**config.mk**
```make
export PLATFORM = sky130hd
export DESIGN_NAME = bpred_update_queue
export DESIGN_NICKNAME = d
export VERILOG_FILES = /design/src/rtl/bpred_update_queue.sv
export SDC_FILE = /design/constraint.sdc
export NUM_CORES = 1
export LEC_CHECK = 0
export ABC_AREA = 1
export CORE_MARGIN = 5
export CORE_UTILIZATION = 40
export DETAILED_ROUTE_END_ITERATION = 10
export GPL_TIMING_DRIVEN = 0
export PLACE_DENSITY = 0.71
export SYNTH_ARGS = -nofsm -noshare
export SYNTH_HDL_FRONTEND = slang
export SYNTH_SLANG_ARGS = --single-unit
```
**constraint.sdc**
```tcl
create_clock -name clk -period 5.95 [get_ports clk]
set_clock_uncertainty 0.1 [all_clocks]
set_input_delay 0.595 -clock clk [delete_from_list [all_inputs] [get_ports clk]]
set_output_delay 0.595 -clock clk [all_outputs]
set_load 0.1 [all_outputs]
```
**src/rtl/bpred_update_queue.sv**
```systemverilog
// ============================================================================
// bpred_update_queue : in-order FIFO that replays resolved branches to the
//                      predictor update port, with saturating statistics.
// Revision 1.0
// ============================================================================
`default_nettype none

module bpred_update_queue #(
    parameter int DEPTH = 4,
    parameter int CNT_W = 16
) (
    input  logic                         clk,
    input  logic                         reset,
    input  logic                         ex_valid,
    output logic                         ex_ready,
    input  logic [31:0]                  ex_PC4,
    input  logic [31:0]                  ex_target,
    input  logic                         ex_dir,
    input  logic                         ex_miss,
    input  logic                         ex_recover_ras,
    input  logic [3:0]                   ex_meta,
    input  logic                         soin_bpredictor_stall,
    output logic                         execute_bpredictor_update,
    output logic [31:0]                  execute_bpredictor_PC4,
    output logic [31:0]                  execute_bpredictor_target,
    output logic                         execute_bpredictor_dir,
    output logic                         execute_bpredictor_miss,
    output logic                         execute_bpredictor_recover_ras,
    output logic [3:0]                   execute_bpredictor_meta,
    output logic [$clog2(DEPTH+1)-1:0]   occupancy,
    output logic [CNT_W-1:0]             stat_updates,
    output logic [CNT_W-1:0]             stat_misses
);

    localparam int PTR_W   = $clog2(DEPTH);
    localparam int OCC_W   = $clog2(DEPTH + 1);
    localparam int ENTRY_W = 71;

    logic [ENTRY_W-1:0] r_mem [DEPTH];
    logic [PTR_W-1:0]   r_rd_ptr;
    logic [PTR_W-1:0]   r_wr_ptr;
    logic [OCC_W-1:0]   r_occ;
    logic [CNT_W-1:0]   r_stat_upd;
    logic [CNT_W-1:0]   r_stat_miss;

    logic               w_empty;
    logic               w_enq;
    logic               w_deq;
    logic [ENTRY_W-1:0] w_head;

    // Ready is derived from registered occupancy only, so stall never reaches ex_ready.
    assign w_empty  = (r_occ == '0);
    assign ex_ready = (r_occ != OCC_W'(DEPTH));
    assign w_enq    = ex_valid & ex_ready;
    assign w_deq    = ~w_empty & ~soin_bpredictor_stall;
    assign w_head   = w_empty ? '0 : r_mem[r_rd_ptr];

    assign execute_bpredictor_update      = w_deq;
    assign execute_bpredictor_PC4         = w_head[70:39];
    assign execute_bpredictor_target      = w_head[38:7];
    assign execute_bpredictor_dir         = w_head[6];
    assign execute_bpredictor_miss        = w_head[5];
    assign execute_bpredictor_recover_ras = w_head[4];
    assign execute_bpredictor_meta        = w_head[3:0];

    assign occupancy    = r_occ;
    assign stat_updates = r_stat_upd;
    assign stat_misses  = r_stat_miss;

    // Storage is deliberately left out of reset; occupancy gates its visibility.
    always_ff @(posedge clk) begin
        if (w_enq) begin
            r_mem[r_wr_ptr] <= {ex_PC4, ex_target, ex_dir, ex_miss, ex_recover_ras, ex_meta};
        end
    end

    always_ff @(posedge clk or posedge reset) begin
        if (reset) begin
            r_rd_ptr <= '0;
            r_wr_ptr <= '0;
            r_occ    <= '0;
        end else begin
            if (w_enq) begin
                r_wr_ptr <= r_wr_ptr + PTR_W'(1);
            end
            if (w_deq) begin
                r_rd_ptr <= r_rd_ptr + PTR_W'(1);
            end
            case ({w_enq, w_deq})
                2'b10:   r_occ <= r_occ + OCC_W'(1);
                2'b01:   r_occ <= r_occ - OCC_W'(1);
                default: r_occ <= r_occ;
            endcase
        end
    end

    always_ff @(posedge clk or posedge reset) begin
        if (reset) begin
            r_stat_upd  <= '0;
            r_stat_miss <= '0;
        end else if (w_deq) begin
            if (r_stat_upd != '1) begin
                r_stat_upd <= r_stat_upd + CNT_W'(1);
            end
            if (w_head[5] && (r_stat_miss != '1)) begin
                r_stat_miss <= r_stat_miss + CNT_W'(1);
            end
        end
    end

endmodule

`default_nettype wire
```
Word-level counts from Yosys, hierarchy flattened
Memory sizes are Yosys's and may differ from the RTL's. Cells that the tools add are included.

RAM bits: 284. Register bits after elaboration: 39. Memories kept: 1. Bits of input ports: 75. Bits in latches: 0. ROM bits: 0.

Memories: r_mem (words 4, width 71, read ports 1, clocked after memory_dff 0, wr ports 1, line 39) `logic [ENTRY_W-1:0] r_mem [DEPTH];`.

Reduce and logical (&&, ||, !) cells: 5. Shifts and indexed selects: 0. Mux-type cells: 4. Bitwise logic cells: 4. Eq/ne operators: 5. $add $sub $neg: 6. Magnitude comparators: 0. Multiply operators: 0. Divide/modulo/power cells: 0.

Operators by type and width (number): $mux 71 (1); $add 16x1->16 const B (2); $ne 16x16->1 const B (2); $pmux 3 s2 (1); $add 2x1->2 const B (2); $reduce_and 2->1 (2); $add 3x1->3 const B (1); $logic_not 3->1 (1); $ne 3x3->1 const B (1); $sub 3x1->3 const B (1); $and 1x1->1 (2); $eq 2x1->1 const B (1); $eq 2x2->1 const B (1); $mux 1 (2); $not 1->1 (2); $reduce_bool 2->1 (1); $logic_and 1x1->1 (1).

Depth between registers and ports, before layout
Gate-level depths: netlist of run 1.

Depth after elaboration: 5. Depth in mapped cells: 11. Mapped depth without buffers: 9.

Worst setup path before layout of run 1
No wires, ideal clock.

Kind: flip-flop to flip-flop. Start: reg r_occ[1], in the netlist occupancy[1]. End: mem r_mem[0][0], enable pin. Data arrival time: 5.427 ns. Clock period less this slack: 6.028 ns. Setup slack: -0.078 ns. Library setup time: 0.501 ns. Cell stages (with the launch flop): 5. Required time: 5.349 ns. Path through: dfrtp_1 > inv_1 > nand3_1 > nand2_1 > nor2_1.

Word-level cells in the longest chain between the ends: 4.

Ends and longest elaborated chain: start: declaration (line 42) `logic [OCC_W-1:0] r_occ;`; start signal: assignment (line 90) `2'b10: r_occ <= r_occ + OCC_W'(1);`; start signal: assignment (line 91) `2'b01: r_occ <= r_occ - OCC_W'(1);`; start signal: assignment (line 92) `default: r_occ <= r_occ;`; $ne 3x3->1 (line 53) `assign ex_ready = (r_occ != OCC_W'(DEPTH));`; via ex_ready (line 15) `output logic ex_ready,`; $and 1x1->1 (line 54) `assign w_enq = ex_valid & ex_ready;`; $mux 1 (line 72) `if (w_enq) begin`; $mux 1 (not written as such) (line 73) `r_mem[r_wr_ptr] <= {ex_PC4, ex_target, ex_dir, ex_miss, ex_recover_ras, ex_meta};`; end: declaration (line 39).

The timed path passes the listed nets, and every way through them passes these cells.

Worst setup path after layout of run 1
Start: reg r_rd_ptr[0]. End: out execute_bpredictor_PC4[31].

Word-level cells in the longest chain between the ends: 2.

Ends and longest elaborated chain: start: declaration (line 40) `logic [PTR_W-1:0] r_rd_ptr;`; start signal: assignment (line 87) `r_rd_ptr <= r_rd_ptr + PTR_W'(1);`; $mem_v2 4x71; $mux 71 (line 56) `assign w_head = w_empty ? '0 : r_mem[r_rd_ptr];`; end: declaration (line 24) `output logic [31:0] execute_bpredictor_PC4,`.

No other way between the ends.

==> flow_summary.ini, run 1 <==
[synth]
netlist_area_um2 = 13340
ys_seq_elements = 323
synth_top_family_by_area = simple AND/OR/NAND/NOR gates
synthMostInstantiatedCell = nor2_1
synth_nets = 1258
yosysTopAreaCell = edfxtp_1
ys_types = 27
syn_inst = 1175
async_reset_ff_share_pct = 12.07
synth_xor_area_share_pct = 1.313
synth_area_leaders = edfxtp_1 64%, nor2_1 8.8%, dfrtp_1 7.3%
synth_mux_area_share_pct = 0
yosysTopAreaCellShare_pct = 63.94
synthAdderAreaFrac_pct = 0.8068
yosys.area_share.simple_pct = 15.19
syn_area_per_cell_um2 = 11.35
ys.flop_type = edfxtp_1
synth-edff-count = 284
synth_compound_area_share_pct = 8.218
ys_top_cells_by_count = 312 x nor2_1, 284 x edfxtp_1, 147 x o21ai_0
synth.yosys.seq_area_share_pct = 71.26
synth_warnings = 0

[route]
wl_mm = 33.58
first_pass_iters = 5
wl_per_cell_um = 17.91
ant_nets = 0
drc_errors = 0
dr_total_vias = 9428
drtIter0Drc = 528
via_per_inst = 5.028

[grt]
grtUsageTotal_pct = 17.87
grt.overflow.total = 0
grt_pass1_wl_mm = 51.85
grt_pass1_vias = 9517
antenna_found_initial = 5
grt_max_degree = 40

[min_path]
min_path_type = register to register

[place]
placed_area_um2 = 15960
gp_congestion = 0.8890
place_hpwl_mm = 21.66
port_buffers = 182
dp.cells = 1809

[cells_and_area]
layout.nets = 1489
area_growth_pct = 28.86
fin_area_um2 = 17190
instances_no_fill = 1875
layout-drive-gt1-share_pct = 6.983

[floorplanning]
dieArea_um2 = 37100
core_um2 = 32700
rows = 66
start_util_pct = 40.79
die_h_um = 192.6
die_w_um = 192.6
ios = 183

[clock_tree]
clockRootBuffer = clkbuf_16
clkSinkCount = 323
path_clk_slew_ns = 0.06
cts_buffers = 37
cts_max_path_buffers = 3
hold_buffers = 0
cts_setup_buffers = 0
clock_latency_ns = 0.50
cts_tree = built
cts_resized = 0
ctsHtreeMaxLevel = 2

[sta]
finalCritPeriodShare_pct = 71.83
drv_slew = 0
setup_violations = 0
fin_setup_tns_ns = 0
clock.fmax_ghz = 0.2340
slew-limit-headroom_pct = 28.50
fin_crit_ns = 4.274
worst_pin_slew_ns = 1.069
rsz0062_at_grt = false
hold_viol_final = 0

[worst_setup_path]
critPathLaunchType = register
arrival_ns = 3.58
critical_path_class = register to output port
required_ns = 5.26
endpoint_kind = output port
cp_max_fo = 10

[outcome]
status = completed

[flow_run]
maxCapViolations = 0
-- sequential cells by signal, summed over array words and instances, names as in the netlist --
name / cells
stat_misses: 16
r_mem: 284
r_rd_ptr: 2
r_wr_ptr: 2
stat_updates: 16
occupancy: 3
-- layer usage --
metal,vias up,global-route usage (%),routed length (um)
met5,-,0,58
met4,8,4.416,575
met3,54,4.848,2683
met2,309,30.02,15970
met1,4527,23.16,14300
li1,4530,-,-
-- final timing paths --
| path | cells after the start | startpoint | slack (ns) | end |
|---|---|---|---|---|
| setup reg to reg | 5 | occupancy[0]$_DFFE_PP0P_ | 3.40 | r_mem[3][18]$_DFFE_PP_ |
| setup / recovery | 7 | r_rd_ptr[0]$_DFFE_PP0P_ | 1.68 | execute_bpredictor_PC4[31] |
| min in group asynchronous | 2 | reset | 0.49 | stat_updates[8]$_DFFE_PP0P_ |
| max in group asynchronous | 2 | reset | 4.72 | stat_misses[13]$_DFFE_PP0P_ |
| hold reg to reg | 2 | stat_updates[12]$_DFFE_PP0P_ | 0.43 | stat_updates[12]$_DFFE_PP0P_ |
| hold / removal | 2 | stat_updates[12]$_DFFE_PP0P_ | 0.43 | stat_updates[12]$_DFFE_PP0P_ |
-- cells in the final DEF (no fill, tap or decap), types with 2 or more instances in the layout --
cell               n
a21oi_1           72
and2_1             2
buf_1              6
buf_12             8
buf_16             2
buf_2             13
buf_4              2
buf_6              2
bufinv_16          5
clkbuf_1          43
clkbuf_16         38
clkdlybuf4s50_1  182
clkinv_1           4
clkinv_2           5
clkinv_4           2
dfrtp_1           39
edfxtp_1         284
ha_1               7
inv_1             39
inv_2              7
nand2_1          128
nand2_2            3
nand3_1           36
nand4_1            9
nor2_1           308
nor2_4             6
nor3_1             5
o21ai_0          147
xnor2_1           11
xor2_1             9
-- cell families after synthesis --
kind of cell | Yosys count
compound gates | 219
simple gates | 501
buf+inv | 104
fa+ha+maj | 8
flops | 323
xor+xnor | 20
-- final cells by class --
type | instances | area (um^2)
Sequential cell | 323 | 9504
Inverter | 46 | 172.7
Timing Repair Buffer | 192 | 2037
Tap cell | 442 | 553.0
Buffer | 58 | 256.5
Multi-Input combinational cell | 748 | 3435
Antenna cell | 1 | 2.502
Clock buffer | 47 | 994.7
Clock inverter | 18 | 231.5
Fill cell | 2772 | 15510
-- stage by stage --
stage | setup WS, ns | hold slack, ns | util [%]
after global routing | 1.530 | 0.4742 | 52.55
after global placement | -1.406 | 0.4056 | 48.05
after detailed placement | 2.207 | 0.4162 | 48.80
after CTS | 1.656 | 0.4284 | 52.55
final | 1.676 | 0.4307 | 52.56
after floorplan | -0.07823 | 0.4566 | -
-- critical path: stages (launching register included) --
cell and delay (ns):
dfrtp_1 0.36, buf_4 0.19, inv_2 0.21, buf_6 0.22, clkbuf_1 0.40, o21ai_0 0.20
a21oi_1 0.28, clkdlybuf4s50_1 1.21
Power of run 1 is not shown: default switching activity piles up to over one toggle a cycle in this logic, so the estimate is an artifact.
==> inputs of run 2 (changes only) <==
--- a/config.mk
+++ b/config.mk
@@ -10,7 +10,7 @@
 export CORE_UTILIZATION = 40
 export DETAILED_ROUTE_END_ITERATION = 10
 export GPL_TIMING_DRIVEN = 0
-export PLACE_DENSITY = 0.71
+export PLACE_DENSITY = 0.74
 export SYNTH_ARGS = -nofsm -noshare
 export SYNTH_HDL_FRONTEND = slang
 export SYNTH_SLANG_ARGS = --single-unit
==> constraint.sdc (replaced) <==
create_clock -name clk -period 3.8 [get_ports clk]
set_clock_uncertainty 0.1 [all_clocks]
set_input_delay 0.38 -clock clk [delete_from_list [all_inputs] [get_ports clk]]
set_output_delay 0.38 -clock clk [all_outputs]
set_load 0.1 [all_outputs]
==> flow_summary.ini, run 2 (synthesis gave the netlist of run 1 again) <==
[clock_tree]
cts_tree = built
ctsHtreeMaxLevel = 2
cts_max_path_buffers = 3
clockRootBuffer = clkbuf_16
cts_setup_buffers = 0
path_clk_slew_ns = 0.06
clock_latency_ns = 0.51
clkSinkCount = 323
cts_buffers = 37
hold_buffers = 0

[min_path]
min_path_type = input pin to asynchronous set/reset pin

[grt]
grt_pass1_wl_mm = 52.36
grtUsageTotal_pct = 17.99
grt_max_degree = 40
antenna_found_initial = 1
grt.overflow.total = 0
grt_pass1_vias = 9550

[sta]
fin_setup_tns_ns = 0
clock.fmax_ghz = 0.2709
worst_pin_slew_ns = 1.070
finalCritPeriodShare_pct = 97.13
slew-limit-headroom_pct = 28.97
setup_violations = 0
drv_slew = 0
hold_viol_final = 0
rsz0062_at_grt = false
fin_crit_ns = 3.691

[route]
drc_errors = 0
via_per_inst = 4.998
wl_mm = 33.67
wl_per_cell_um = 17.95
first_pass_iters = 5
ant_nets = 0
dr_total_vias = 9377
drtIter0Drc = 563

[cells_and_area]
layout.nets = 1489
nFillCells = 2874
layout-drive-gt1-share_pct = 7.810
largest_register = r_mem
final_cell_mix = 308 x nor2_1, 284 x edfxtp_1, 147 x o21ai_0, 128 x nand2_1, 112 x clkdlybuf4s50_1
area_growth_pct = 27.65
final_common_cell = nor2_1
n_antenna_cell = 0
fin_util_pct = 52.06
largest_register_ff_count = 284

[floorplanning]
ios = 183
rows = 66
start_util_pct = 40.79
die_h_um = 192.6
core_um2 = 32700
die_w_um = 192.6
dieArea_um2 = 37100

[worst_setup_path]
cp_max_fo = 10
r2r_slack_ns = 1.32
arrival_ns = 3.21
r2r_cells = 6
critical_path_class = register to output port
reg2reg_to = r_mem[3][18]$_DFFE_PP_
critPathLaunchType = register
r2r_start = occupancy[0]$_DFFE_PP0P_
required_ns = 3.32
endpoint_kind = output port

[place]
port_buffers = 182
place_hpwl_mm = 22.10
gp_congestion = 0.8761

[flow_run]
maxCapViolations = 0

[outcome]
status = completed
run 2: final cells by class:
class	count	area (um^2)	area share, %
buffer	58	256.5	1.507
clock buffer	42	965.9	5.674
clock inverter	25	205.2	1.205
inverter	46	172.7	1.014
multi-input combinational	748	3440	20.20
sequential	323	9504	55.82
tap	442	553.0	3.248
timing repair buffer	192	1928	11.33
run 2: layer usage:
metal  GRT usage (%)  wire length (um)  vias to the layer above
met5               0                19                        -
met4           4.443               543                        2
met3           4.052              2535                       50
met2           30.13             16150                      323
met1           23.93             14420                     4485
li1                -                 -                     4517
run 2: metrics by stage:
step	std cells	cell area (um^2)	hold slack, ns	setup slack, ns
6_report	1876	17030	0.2698	0.1090
5_1_grt	1876	17030	0.3366	0.001065
4_1_cts	1876	17050	0.2912	0.02297
3_5_place_dp	1809	15960	0.4315	0.2995
3_3_place_gp	1799	15750	0.4242	0.08023
2_1_floorplan	1175	13370	0.3789	0.02389
run 2: worst max-delay path: stages, from the launching register on:
cell and delay, ns:
dfrtp_1 0.35, buf_4 0.18, inv_2 0.22, buf_6 0.22, clkbuf_1 0.43, o21ai_0 0.19, a21oi_1 0.24, clkdlybuf4s15_1 0.86
run 2: worst max path at each step:
stage | from | to | slack (ns) | cells past startpoint
after floorplan | occupancy[1]$_DFFE_PP0P_ | r_mem[0][0]$_DFFE_PP_ | 0.02 | 4
final | r_rd_ptr[0]$_DFFE_PP0P_ | execute_bpredictor_PC4[22] | 0.11 | 7
after detailed placement | r_rd_ptr[0]$_DFFE_PP0P_ | execute_bpredictor_PC4[20] | 0.30 | 7
after CTS | r_rd_ptr[0]$_DFFE_PP0P_ | execute_bpredictor_PC4[27] | 0.02 | 7
after global routing | r_rd_ptr[0]$_DFFE_PP0P_ | execute_bpredictor_target[19] | 0.001 | 7
after global placement | ex_valid | r_mem[1][27]$_DFFE_PP_ | 0.08 | 3
run 2: what timing repair did:
item                                    in CTS  in global routing
pin swaps                                    0                  0
resized for setup                           70                 33
endpoints found under the hold margin        0                  0
endpoints found under the setup margin      70                 23
Power of run 2 is left out for the same reason.
==> inputs of run 3 (changes only) <==
--- a/config.mk
+++ b/config.mk
@@ -6,11 +6,11 @@
 export NUM_CORES = 1
 export LEC_CHECK = 0
 export ABC_AREA = 1
-export CORE_MARGIN = 5
+export CORE_MARGIN = 2
 export CORE_UTILIZATION = 40
 export DETAILED_ROUTE_END_ITERATION = 10
 export GPL_TIMING_DRIVEN = 0
-export PLACE_DENSITY = 0.74
+export PLACE_DENSITY = 0.71
 export SYNTH_ARGS = -nofsm -noshare
 export SYNTH_HDL_FRONTEND = slang
 export SYNTH_SLANG_ARGS = --single-unit
==> constraint.sdc (replaced) <==
create_clock -name clk -period 3.95 [get_ports clk]
set_clock_uncertainty 0.1 [all_clocks]
set_input_delay 0.395 -clock clk [delete_from_list [all_inputs] [get_ports clk]]
set_output_delay 0.395 -clock clk [all_outputs]
set_load 0.1 [all_outputs]
==> flow_summary.ini, run 3 (synthesis gave the netlist of run 1 again) <==
[outcome]
status = completed

[flow_run]
maxCapViolations = 0

[clock_tree]
cts_buffers = 36
cts_tree = built
clkSinkCount = 323
cts_max_path_buffers = 3
ctsHtreeMaxLevel = 2
path_clk_slew_ns = 0.06
clock_latency_ns = 0.50
clockRootBuffer = clkbuf_16

[cells_and_area]
layout-drive-gt1-share_pct = 6.774
largest_register = r_mem
largest_register_ff_count = 284
area_growth_pct = 28.76
layout.nets = 1488
final_cell_mix = 308 x nor2_1, 284 x edfxtp_1, 147 x o21ai_0, 128 x nand2_1, 118 x clkdlybuf4s50_1
final_common_cell = nor2_1

[floorplanning]
die_h_um = 186.6
rows = 66
ios = 183
die_w_um = 186.6
core_um2 = 32700
dieArea_um2 = 34820
start_util_pct = 40.79

[route]
ant_nets = 0
dr_total_vias = 9438
via_per_inst = 5.031
wl_mm = 33.31
first_pass_iters = 5
drtIter0Drc = 605
wl_per_cell_um = 17.76
drc_errors = 0

[sta]
slew-limit-headroom_pct = 27.05
fin_crit_ns = 3.833
drv_slew = 0
whs_ns = 0.2814
finalCritPeriodShare_pct = 97.03
setup_violations = 0
clock.fmax_ghz = 0.2609
hold_viol_final = 0
worst_pin_slew_ns = 1.099
rsz0062_at_grt = false
fin_setup_tns_ns = 0

[worst_setup_path]
endpoint_kind = output port
arrival_ns = 3.34
cp_max_fo = 10
critical_path_class = register to output port
required_ns = 3.45
critPathLaunchType = register

[grt]
grt_pass1_vias = 9242
grt_max_degree = 40
antenna_found_initial = 3
grtUsageTotal_pct = 18.80
grt_pass1_wl_mm = 51.14
grt.overflow.total = 0

[min_path]
min_path_type = input pin to asynchronous set/reset pin

[place]
gp_congestion = 0.8852
port_buffers = 182
place_hpwl_mm = 21.30
==> run 3: cell types whose count changed in the layout (fill, tap and decap cells not counted), moves of 3 or more <==
cell             delta
clkdlybuf4s50_1     +6
clkinv_2            -3
dlymetal6s2s_1     +36
clkbuf_2           -10
clkbuf_1            +4
dlygate4sd2_1      -19
clkdlybuf4s15_1    -13
==> run 3: metrics by stage <==
stage,setup WS [ns],std cells,area (um^2),utilization [%]
2_1_floorplan,0.1739,1175,13370,-
3_3_place_gp,0.2312,1799,15750,48.16
3_5_place_dp,0.4774,1809,15980,48.86
4_1_cts,0.0001348,1874,17080,52.23
5_1_grt,0.001784,1874,17170,52.50
6_report,0.1174,1876,17170,52.52
==> run 3: final cells by class <==
cell class | instances | area, um^2
inverters | 46 | 172.7
repair buffers | 192 | 2107
diodes | 2 | 5.005
clock inverters | 19 | 155.1
multi-input cells | 748 | 3440
flip-flops and latches | 323 | 9504
fillers | 2828 | 15530
well taps | 442 | 553.0
clock buffers | 46 | 980.9
plain buffers | 58 | 256.5
==> run 3: metal layers <==
| metal | wire length [um] | track usage [%] |
|---|---|---|
| met5 | 27 | 0 |
| met4 | 558 | 4.151 |
| met3 | 2684 | 4.495 |
| met2 | 15920 | 32.28 |
| met1 | 14120 | 24.22 |
==> run 3: timing repair <==
action,CTS,global route
hold buffers,0,0
endpoints found under the setup margin,28,36
setup buffers,0,0
pin swaps,0,0
resized for setup,28,36
==> run 3: worst paths after layout <==
kind,from,to,cells past startpoint,slack [ns]
max in group asynchronous,reset,stat_misses[12]$_DFFE_PP0P_,2,2.89
min,reset,occupancy[2]$_DFFE_PP0P_,2,0.28
max,r_rd_ptr[0]$_DFFE_PP0P_,execute_bpredictor_target[31],7,0.12
max reg2reg,occupancy[0]$_DFFE_PP0P_,r_mem[3][2]$_DFFE_PP_,6,1.32
min reg2reg,stat_updates[13]$_DFFE_PP0P_,stat_updates[13]$_DFFE_PP0P_,2,0.44
min in group clk,ex_target[25],r_mem[2][32]$_DFFE_PP_,1,0.42
==> run 3: worst max-delay path, stage by stage (launching register included) <==
cell and delay, ns:
dfrtp_1 0.36, buf_4 0.18, inv_2 0.20, buf_6 0.20, clkbuf_1 0.39, o21ai_0 0.20
a21oi_1 0.15, clkdlybuf4s50_1 1.15
Power of run 3 is left out for the same reason.
